==> config.mk <==
export PLATFORM = sky130hd
export DESIGN_NAME = systolic_feed_ctrl
export DESIGN_NICKNAME = d
export VERILOG_FILES = /design/src/rtl/systolic_feed_ctrl.sv
export SDC_FILE = /design/constraint.sdc
export NUM_CORES = 1
export LEC_CHECK = 0
export BUFFER_PORTS_ARGS = -buffer_cell sky130_fd_sc_hd__buf_4
export CAP_MARGIN = 20
export CORE_ASPECT_RATIO = 0.7
export CORE_UTILIZATION = 55
export DETAILED_ROUTE_END_ITERATION = 7
export PLACE_DENSITY = 0.79
export SYNTH_ARGS = -nofsm -noshare
export SYNTH_HDL_FRONTEND = slang
export SYNTH_SLANG_ARGS = --single-unit
==> constraint.sdc <==
create_clock -name clock -period 5 [get_ports clock]
set_clock_uncertainty 0.05 [all_clocks]
set_input_delay 1 -clock clock [delete_from_list [all_inputs] [get_ports clock]]
set_output_delay 1 -clock clock [all_outputs]
set_load 0.01 [all_outputs]
==> src/rtl/systolic_feed_ctrl.sv <==
// Sequencer for the SIZE x SIZE systolic multiply array: snapshots operands, clears, feeds skewed edges, drains.
// Optional completed-job counter enabled by defining SYSTOLIC_CTRL_PERF_EN.
module systolic_feed_ctrl #(
    parameter int unsigned WIDTHx = 5,
    parameter int unsigned SIZE   = 5,
    parameter int unsigned CNTW   = $clog2(3 * SIZE)
) (
    input  logic              clock,
    input  logic              nreset,
    input  logic              start,
    output logic              ready,
    output logic              busy,
    input  logic [WIDTHx-1:0] a_matrix [SIZE][SIZE],
    input  logic [WIDTHx-1:0] b_matrix [SIZE][SIZE],
    output logic [WIDTHx-1:0] a_edge   [SIZE],
    output logic [WIDTHx-1:0] b_edge   [SIZE],
    output logic              feed_valid,
    output logic              acc_clear,
    output logic              done,
    output logic [15:0]       job_count
);

    localparam int unsigned IDXW = (SIZE > 1) ? $clog2(SIZE) : 1;
    localparam logic [CNTW-1:0] LAST_BEAT  = CNTW'(2 * SIZE - 2);
    localparam logic [CNTW-1:0] LAST_DRAIN = CNTW'(SIZE - 1);
    localparam logic [CNTW-1:0] SIZE_C     = CNTW'(SIZE);

    typedef enum logic [2:0] {
        IDLE  = 3'd0,
        CLEAR = 3'd1,
        FEED  = 3'd2,
        DRAIN = 3'd3,
        DONE  = 3'd4
    } state_t;

    state_t            state_q, state_d;
    logic [CNTW-1:0]   cnt_q, cnt_d;
    logic [WIDTHx-1:0] snap_a_q [SIZE][SIZE];
    logic [WIDTHx-1:0] snap_a_d [SIZE][SIZE];
    logic [WIDTHx-1:0] snap_b_q [SIZE][SIZE];
    logic [WIDTHx-1:0] snap_b_d [SIZE][SIZE];
    logic [WIDTHx-1:0] a_edge_q [SIZE];
    logic [WIDTHx-1:0] a_edge_d [SIZE];
    logic [WIDTHx-1:0] b_edge_q [SIZE];
    logic [WIDTHx-1:0] b_edge_d [SIZE];
    logic              ready_q, ready_d;
    logic              busy_q, busy_d;
    logic              feed_valid_q, feed_valid_d;
    logic              acc_clear_q, acc_clear_d;
    logic              done_q, done_d;

    logic              accept;
    logic              load_beat;
    logic [CNTW-1:0]   beat;
    logic [CNTW-1:0]   idx;

    // Next state, counter, snapshot and the registered value of every output.
    always_comb begin
        state_d      = state_q;
        cnt_d        = cnt_q;
        snap_a_d     = snap_a_q;
        snap_b_d     = snap_b_q;
        accept       = 1'b0;
        load_beat    = 1'b0;
        beat         = '0;
        idx          = '0;
        ready_d      = 1'b0;
        busy_d       = 1'b0;
        feed_valid_d = 1'b0;
        acc_clear_d  = 1'b0;
        done_d       = 1'b0;
        for (int i = 0; i < SIZE; i++) begin
            a_edge_d[i] = '0;
            b_edge_d[i] = '0;
        end

        case (state_q)
            IDLE: begin
                if (start) begin
                    accept = 1'b1;
                end
            end
            CLEAR: begin
                state_d   = FEED;
                cnt_d     = '0;
                load_beat = 1'b1;
                beat      = '0;
            end
            FEED: begin
                if (cnt_q == LAST_BEAT) begin
                    state_d = DRAIN;
                    cnt_d   = '0;
                end else begin
                    cnt_d     = cnt_q + CNTW'(1);
                    load_beat = 1'b1;
                    beat      = cnt_q + CNTW'(1);
                end
            end
            DRAIN: begin
                if (cnt_q == LAST_DRAIN) begin
                    state_d = DONE;
                    cnt_d   = '0;
                end else begin
                    cnt_d = cnt_q + CNTW'(1);
                end
            end
            DONE: begin
                if (start) begin
                    accept = 1'b1;
                end else begin
                    state_d = IDLE;
                end
            end
            default: begin
                state_d = IDLE;
                cnt_d   = '0;
            end
        endcase

        if (accept) begin
            state_d  = CLEAR;
            cnt_d    = '0;
            snap_a_d = a_matrix;
            snap_b_d = b_matrix;
        end

        ready_d      = (state_d == IDLE) || (state_d == DONE);
        busy_d       = (state_d != IDLE);
        acc_clear_d  = (state_d == CLEAR);
        done_d       = (state_d == DONE);
        feed_valid_d = load_beat;

        // Skewed window: row/column k sees element (beat - k) only while it lies inside [0, SIZE).
        if (load_beat) begin
            for (int i = 0; i < SIZE; i++) begin
                if (beat >= CNTW'(i)) begin
                    idx = beat - CNTW'(i);
                    if (idx < SIZE_C) begin
                        a_edge_d[i] = snap_a_q[i][IDXW'(idx)];
                        b_edge_d[i] = snap_b_q[IDXW'(idx)][i];
                    end
                end
            end
        end
    end

    always_ff @(posedge clock or negedge nreset) begin
        if (!nreset) begin
            state_q      <= IDLE;
            cnt_q        <= '0;
            ready_q      <= 1'b1;
            busy_q       <= 1'b0;
            feed_valid_q <= 1'b0;
            acc_clear_q  <= 1'b0;
            done_q       <= 1'b0;
            for (int i = 0; i < SIZE; i++) begin
                a_edge_q[i] <= '0;
                b_edge_q[i] <= '0;
                for (int j = 0; j < SIZE; j++) begin
                    snap_a_q[i][j] <= '0;
                    snap_b_q[i][j] <= '0;
                end
            end
        end else begin
            state_q      <= state_d;
            cnt_q        <= cnt_d;
            ready_q      <= ready_d;
            busy_q       <= busy_d;
            feed_valid_q <= feed_valid_d;
            acc_clear_q  <= acc_clear_d;
            done_q       <= done_d;
            a_edge_q     <= a_edge_d;
            b_edge_q     <= b_edge_d;
            snap_a_q     <= snap_a_d;
            snap_b_q     <= snap_b_d;
        end
    end

    assign ready      = ready_q;
    assign busy       = busy_q;
    assign feed_valid = feed_valid_q;
    assign acc_clear  = acc_clear_q;
    assign done       = done_q;
    assign a_edge     = a_edge_q;
    assign b_edge     = b_edge_q;

`ifdef SYSTOLIC_CTRL_PERF_EN
    logic [15:0] job_count_q, job_count_d;

    // Counts each DONE cycle, saturating at all-ones.
    always_comb begin
        job_count_d = job_count_q;
        if ((state_q == DONE) && (job_count_q != 16'hFFFF)) begin
            job_count_d = job_count_q + 16'd1;
        end
    end

    always_ff @(posedge clock or negedge nreset) begin
        if (!nreset) begin
            job_count_q <= 16'h0000;
        end else begin
            job_count_q <= job_count_d;
        end
    end

    assign job_count = job_count_q;
`else
    assign job_count = 16'h0000;
`endif

endmodule

==> results by group, run 1 <==
Worst setup path
  – Arrival time of the worst setup path: 4.51 ns
  – CP startpoint kind: flop
  – Setup CP Type: flop to flop
  – Worst path max stage delay: 0.64 ns
  – CP Capture Type: flop
  – Crit-path slowest cell: dfrtp_4
  – Top cell by count, worst path: inv_1
  – Worst path cell trace: inv_1 > ha_1 > nand3b_1 > nand2_2 > buf_4 > nor2_1 > inv_1 > ha_1 > inv_1 > a211oi_1 > nand3_1 > o21bai_1 > o2bb2ai_1
  – Required @ worst endpoint: 5.42 ns
  – Crit path max fanout: 57

Pwr
  – Pwr dens: 649.0 nW/um^2
  – Maximum vdd drop: 0.4615 mV
  – P_leak: 0.008241 uW

Floorplanning
  – Chip Height: 137.6 um
  – Core Region: 25750 um^2
  – Die footprint: 26930 um^2
  – Row count: 49
  – Io pins: 324
  – Initial Util: 56.11%
  – Die X: 195.7 um

Synth
  – Most frequent cell after synthesis: dfrtp_1
  – Synth async-reset ratio: 100.0%
  – Area contributors post-synth: dfrtp_1, mux2_2, mux2i_1
  – Number of synthesized flops with an enable pin: 0
  – Yosys top cell area share: 53.87%
  – Synth cell count leaders: dfrtp_1, mux2_2, nor2_1
  – Synth warn: 0
  – Mapped cell area: 14450 um^2
  – Cell variety after synth: 56
  – Cells after Synth: 1160
  – Sequential cell area fraction in the yosys report: 54.05%
  – Dominant synthesized flop cell: dfrtp_1
  – Synthesized flop and latch total: 312
  – Top cell type by total area after synthesis: dfrtp_1
  – Syn avg cell area: 12.45 um^2

Clock network
  – CTS tree: done
  – Clk sinks: 312
  – Post-CTS Setup Repair Bufs: 0
  – Clock latency on the worst-skew pair: 0.56 ns
  – H-tree levels: 1
  – Reg clk slew, reported paths: 0.06 ns
  – CTS Hold Bufs: 0
  – CTS Buf Count: 30
  – CTS root buf: clkbuf_16
  – Cts repair resizes: 0
  – CTS max path bufs: 3

STA
  – Hold Worst Slack: 0.4134 ns
  – RSZ-0062 raised after global routing: no
  – Fin worst setup slack: 0.9139 ns
  – Setup tns final: 0 ns
  – Max Slew Vio Count: 0
  – Final-report hold violation count: 0
  – Slew @ Worst Pin: 1.067 ns
  – Final worst path period share: 81.72%
  – Slew Limit Headroom: 28.89%
  – Final Critical Period: 4.086 ns
  – # setup viols final: 0
  – Fmax: 244.7 MHz

Global routing
  – Vias in the first global route: 10210
  – Gr usage total: 26.99%
  – Total gr overflow: 0
  – Largest net degree at the start of global routing: 111
  – Antenna violations before repair: 1
  – First-pass GRT wire length: 56490 um

Min path
  – HP Class: input port to async pin

Cells and area
  – Multi-input gate area: 6187 um^2
  – Fraction of layout cells with a size suffix above 1: 46.89%
  – Final Cell Area: 18060 um^2
  – Final non-filler cell total: 1793
  – Area Overhead vs Synth: 25.03%
  – Seq. cell area: 7812 um^2
  – Nets: 1703
  – FILL cells: 1858

Routing
  – Via count: 10150
  – Final WL: 36330 um
  – Routed len/inst: 20.26 um
  – Iteration-0 DRC Markers: 538
  – Count of antenna-violating nets left after detailed routing: 0
  – DRC viols: 0
  – Vias per std cell: 5.660
  – Drt pass-1 iters: 5

Place
  – Placed Area: 16980 um^2
  – DP Worst Slack: 0.9646 ns
  – DP Wirelength: 24860 um
  – Port bufs: 307
  – RePlAce Congestion: 0.8480
  – Placed Cells incl. Taps: 1735

Status
  – Status: finished clean

Run
  – Max_cap viols: 0
final cells by class:
cell class	instances	area share (%)
Multi-Input combinational cell	748	34.25
Clock inverter	13	0.7966
Inverter	20	0.4156
Clock buffer	43	5.043
Antenna cell	1	0.01385
Sequential cell	312	43.25
Timing Repair Buffer	325	13.94
Tap cell	331	2.293
where the power goes:
part	switching (uW)	internal [uW]
clock network	970	1420
registers	653	3620
logic	2710	2350
total	4340	7390
registers in the layout, summed over array words and instances, names as in the netlist:
signal / count
snap_a_q: 125
snap_b_q: 125
a_edge: 25
b_edge: 25
cnt_q: 4
state_q: 3
acc_clear: 1
busy: 1
done: 1
feed_valid: 1
ready: 1
cell families (layout without fill, tap and decap cells):
logic type / Yosys count / count (layout) / share of synthesized area (%)
buf+inv: 115 / 401 / 3.698
xor+xnor: 7 / 7 / 0.4763
simple gates: 200 / 200 / 6.582
flops: 312 / 312 / 54.05
other cells: 1 / 17 / 0.02596
mux: 310 / 310 / 23.90
fa+ha+maj: 13 / 13 / 1.126
compound gates: 202 / 202 / 10.14
final timing paths:
| path | start | end | slack [ns] | depth (start not counted) |
|---|---|---|---|---|
| worst min-delay path | nreset | snap_a_q[50] | 0.41 | 1 |
| worst max-delay path | cnt_q[0] | a_edge[1] | 0.91 | 13 |
| min in group clock | snap_b_q[4] | b_edge[4] | 0.44 | 1 |
| worst min register to register | snap_b_q[4] | b_edge[4] | 0.44 | 1 |
| worst max register to register | cnt_q[0] | a_edge[1] | 0.91 | 13 |
| max in group asynchronous | nreset | snap_a_q[86] | 3.46 | 2 |
worst max-delay path: cells and delay by family, from the launching register on:
kind / cells / cell delay, ns
buffers and inverters: 4 / 1.02
AOI/OAI and AO/OA: 3 / 0.91
and+or+nand+nor: 4 / 0.85
DFF: 1 / 0.64
adders and majority gates: 2 / 0.51
cell usage in the layout, fill, tap and decap left out, types with 7 or more instances in the layout:
| cell | n |
|---|---|
| a221o_1 | 10 |
| buf_4 | 319 |
| o21ai_1 | 20 |
| nor3_1 | 14 |
| conb_1 | 16 |
| a311oi_1 | 10 |
| and3_1 | 11 |
| inv_1 | 18 |
| nor2_1 | 68 |
| clkbuf_16 | 31 |
| clkbuf_8 | 9 |
| or3_1 | 12 |
| o31ai_1 | 12 |
| a2111oi_2 | 10 |
| o21bai_1 | 12 |
| nand2_1 | 58 |
| o2bb2ai_1 | 20 |
| ha_1 | 12 |
| mux2i_1 | 30 |
| dfrtp_1 | 310 |
| nand2b_1 | 7 |
| mux2_2 | 280 |
| a31oi_1 | 10 |
| a21oi_1 | 44 |
| nor3b_1 | 12 |
| a211oi_1 | 12 |
| clkinv_2 | 9 |
| o21ai_0 | 28 |
per-layer routing:
metal  track usage [%]  part of all wire (%)
met1             38.99                    46
met2             40.52                    45
met3             7.246                   6.9
met4             6.771                   2.1
met5                 0                     0
stage by stage:
step | total power (uW) | util [%]
2_1_floorplan | 7854 | -
3_3_place_gp | 9092 | 65.94
3_5_place_dp | 9278 | 65.94
4_1_cts | 11720 | 70.03
5_1_grt | 12470 | 70.15
6_report | 11720 | 70.15
No activity file was read; power rests on OpenSTA's default activity.
==> run 2, diff against run 1 <==
--- a/config.mk
+++ b/config.mk
@@ -5,6 +5,7 @@
 export SDC_FILE = /design/constraint.sdc
 export NUM_CORES = 1
 export LEC_CHECK = 0
+export ABC_AREA = 1
 export BUFFER_PORTS_ARGS = -buffer_cell sky130_fd_sc_hd__buf_4
 export CAP_MARGIN = 20
 export CORE_ASPECT_RATIO = 0.7
==> constraint.sdc (replaced) <==
create_clock -name clock -period 4.2 [get_ports clock]
set_clock_uncertainty 0.05 [all_clocks]
set_input_delay 0.84 -clock clock [delete_from_list [all_inputs] [get_ports clock]]
set_output_delay 0.84 -clock clock [all_outputs]
set_load 0.01 [all_outputs]
==> run 2 against run 1 <==
  * Synthesized area increased by 0.19%
  * Register-to-register slack worse by 0.21 ns
  * Die area rose by 0.19%
  * Design area is 0.58% lower
  * First-iteration DRC count is 96% higher
  * Power grew 14%
  * Combinational power rose by 15%
  * Maximum frequency up 17%
  * Utilization decreased by 0.41 points
  * Critical endpoint is now a_edge[0]
==> results by group, run 2 <==
Routing
  – Via count: 13120 (was 10150)
  – Count of antenna-violating nets left after detailed routing: 0 (unchanged)
  – Routed len/inst: 16.08 um (was 20.26 um)
  – Vias per std cell: 5.261 (was 5.660)
  – Final WL: 40090 um (was 36330 um)
  – Iteration-0 DRC Markers: 1054 (was 538)
  – Drt pass-1 iters: 5 (unchanged)
  – DRC viols: 0 (unchanged)

Synth
  – Dominant synthesized flop cell: dfrtp_1 (unchanged)
  – Cells after Synth: 1884 (was 1160)
  – Synth warn: 0 (unchanged)
  – Area contributors post-synth: dfrtp_1, nand2_1, nand3_1 (was dfrtp_1, mux2_2, mux2i_1)
  – Yosys top cell area share: 53.76% (was 53.87%)
  – Synth async-reset ratio: 100.0% (unchanged)
  – Most frequent cell after synthesis: nand2_1 (was dfrtp_1)
  – Top cell type by total area after synthesis: dfrtp_1 (unchanged)
  – Sequential cell area fraction in the yosys report: 53.95% (was 54.05%)
  – Synthesized flop and latch total: 312 (unchanged)
  – Syn avg cell area: 7.683 um^2 (was 12.45 um^2)
  – Mapped cell area: 14480 um^2 (was 14450 um^2)
  – Synth cell count leaders: nand2_1, dfrtp_1, inv_1 (was dfrtp_1, mux2_2, nor2_1)
  – Cell variety after synth: 28 (was 56)
  – Number of synthesized flops with an enable pin: 0 (unchanged)

Clock network
  – Cts repair resizes: 0 (unchanged)
  – H-tree levels: 1 (unchanged)
  – CTS root buf: clkbuf_16 (unchanged)
  – CTS max path bufs: 3 (unchanged)
  – CTS tree: done (unchanged)
  – Clock latency on the worst-skew pair: 0.55 ns (was 0.56 ns)
  – Post-CTS Setup Repair Bufs: 0 (unchanged)
  – Clk sinks: 312 (unchanged)
  – CTS Buf Count: 30 (unchanged)
  – CTS Hold Bufs: 0 (unchanged)
  – Reg clk slew, reported paths: 0.06 ns (about the same)

Place
  – RePlAce Congestion: 0.9298 (was 0.8480)
  – Port bufs: 307 (unchanged)
  – DP Wirelength: 27300 um (was 24860 um)

Worst setup path
  – Critical Path Source: cnt_q[1] (was cnt_q[0])
  – FF-to-FF End: a_edge[0] (was a_edge[1])
  – Arrival time of the worst setup path: 3.92 ns (was 4.51 ns)
  – CP startpoint kind: flop (unchanged)
  – Crit path max fanout: 24 (was 57)
  – R2r setup slk: 0.70 ns (was 0.91 ns)
  – Required @ worst endpoint: 4.62 ns (was 5.42 ns)
  – Setup CP Type: flop to flop (unchanged)
  – Worst reg2reg path depth: 13 (unchanged)
  – Critical Path Sink: a_edge[0] (was a_edge[1])
  – CP Capture Type: flop (unchanged)
  – R2r startpoint: cnt_q[1] (was cnt_q[0])

Run
  – Max_cap viols: 0 (unchanged)

Pwr
  – Pwr dens: 741.9 nW/um^2 (was 649.0 nW/um^2)
  – Cell Int Power: 7759 uW (was 7386 uW)
  – P_sw: 5565 uW (was 4338 uW)
  – Sw Share: 41.77% (was 37.00%)
  – Sequential share of power: 36.0% (was 36.4%)
  – P_leak: 0.009563 uW (was 0.008241 uW)
  – Maximum vdd drop: 0.4263 mV (was 0.4615 mV)
  – Comb pwr share: 43.6% (was 43.2%)
  – Clock Power Share: 20.4% (about the same)

Floorplanning
  – Core Region: 25750 um^2 (unchanged)
  – Row count: 49 (unchanged)
  – Io pins: 324 (unchanged)
  – Chip Height: 137.7 um (was 137.6 um)
  – Die footprint: 26980 um^2 (was 26930 um^2)
  – Die X: 195.9 um (was 195.7 um)
  – Initial Util: 56.21% (was 56.11%)

STA
  – Setup tns final: 0 ns (unchanged)
  – Max Slew Vio Count: 0 (unchanged)
  – Final Critical Period: 3.495 ns (was 4.086 ns)
  – Slew @ Worst Pin: 1.073 ns (was 1.067 ns)
  – Slew Limit Headroom: 28.38% (was 28.89%)
  – Final-report hold violation count: 0 (unchanged)
  – RSZ-0062 raised after global routing: no (unchanged)
  – # setup viols final: 0 (unchanged)
  – Fmax: 286.1 MHz (was 244.7 MHz)
  – Final worst path period share: 83.22% (was 81.72%)

Global routing
  – Total gr overflow: 0 (unchanged)
  – Vias in the first global route: 12240 (was 10210)
  – First-pass GRT wire length: 63490 um (was 56490 um)
  – Gr usage total: 29.84% (was 26.99%)
  – Antenna violations before repair: 3 (was 1)
  – Largest net degree at the start of global routing: 136 (was 111)

Cells and area
  – Area Overhead vs Synth: 24.06% (was 25.03%)
  – Post-layout util: 69.74% (was 70.15%)
  – Fraction of layout cells with a size suffix above 1: 18.47% (was 46.89%)
  – Most frequent cells in the layout: nand2_1, buf_4, dfrtp_1 (was buf_4, dfrtp_1, mux2_2)
  – Largest registers: snap_a_q: 125 flops, snap_b_q: 125 flops (unchanged)
  – Most common cell after layout, fill and taps aside: nand2_1 (was buf_4)
  – Nets: 2405 (was 1703)

Min path
  – HP Class: input port to async pin (unchanged)

Status
  – Status: finished clean (unchanged)
-- run 2: worst min path at each step --
stage	startpoint	to	slack (ns)
floorplan	snap_a_q[15]	snap_a_q[15]	0.39
finish	nreset	snap_a_q[33]	0.28
global route	nreset	snap_a_q[41]	0.33
CTS	nreset	snap_a_q[41]	0.31
global placement	snap_b_q[78]	snap_b_q[78]	0.41
detailed placement	snap_b_q[98]	snap_b_q[98]	0.41
-- run 2: logic make-up after synthesis --
| group | count (synthesis) | share of synthesized area [%] |
|---|---|---|
| other cells | 1 | 0.02591 |
| xor+xnor | 1 | 0.06052 |
| simple gates | 1115 | 30.92 |
| fa+ha+maj | 13 | 1.124 |
| flops | 312 | 53.95 |
| buf+inv | 261 | 7.598 |
| compound gates | 181 | 6.327 |
-- run 2: area by class of cell --
type / instances / area (um^2)
multi-input combinational: 1326 / 5658
tap: 331 / 414.1
inverter: 140 / 533.0
fill: 2138 / 7791
sequential: 312 / 7810
clock inverter: 9 / 101.3
timing repair buffer: 329 / 2552
antenna: 2 / 5.005
clock buffer: 44 / 884.6
-- run 2: critical path, cell delays in order, from the launching register on --
cell and delay, ns:
dfrtp_1 0.41, inv_1 0.08, ha_1 0.20, nand3_2 0.16, nand2_1 0.37, nor2_4 0.04
inv_1 0.78, ha_1 0.32, inv_1 0.09, a211oi_1 0.21, nand2_1 0.30, a21oi_1 0.22
nand2_1 0.08, nor2_1 0.11
-- run 2: routing by layer --
layer,wire (um),vias up,GRT usage [%]
li1,-,6295,-
met1,18280,6221,44.32
met2,17630,525,45.71
met3,3191,73,4.700
met4,969,2,8.116
met5,13,-,0
-- run 2: metrics by stage --
stage / instances / area, um^2 / setup WS, ns / hold WS [ns] / total power [uW]
after floorplan: 1899 / 14530 / 1.154 / 0.3912 / 8820
after global placement: 2437 / 16950 / 0.9437 / 0.4050 / 10350
after detailed placement: 2437 / 16950 / 0.8012 / 0.4093 / 10560
after CTS: 2490 / 17930 / 0.7696 / 0.3061 / 13320
after global routing: 2493 / 17960 / 0.3872 / 0.3320 / 14370
final: 2493 / 17960 / 0.7049 / 0.2773 / 13320
-- run 2: power groups by stage --
stage | Sequential [uW] | Clock, uW | Combinational (uW)
2_1_floorplan | 4710 | 0 | 4110
3_3_place_gp | 4790 | 0 | 5560
3_5_place_dp | 4820 | 0 | 5740
4_1_cts | 4780 | 2750 | 5780
5_1_grt | 4910 | 2860 | 6610
6_report | 4800 | 2720 | 5810
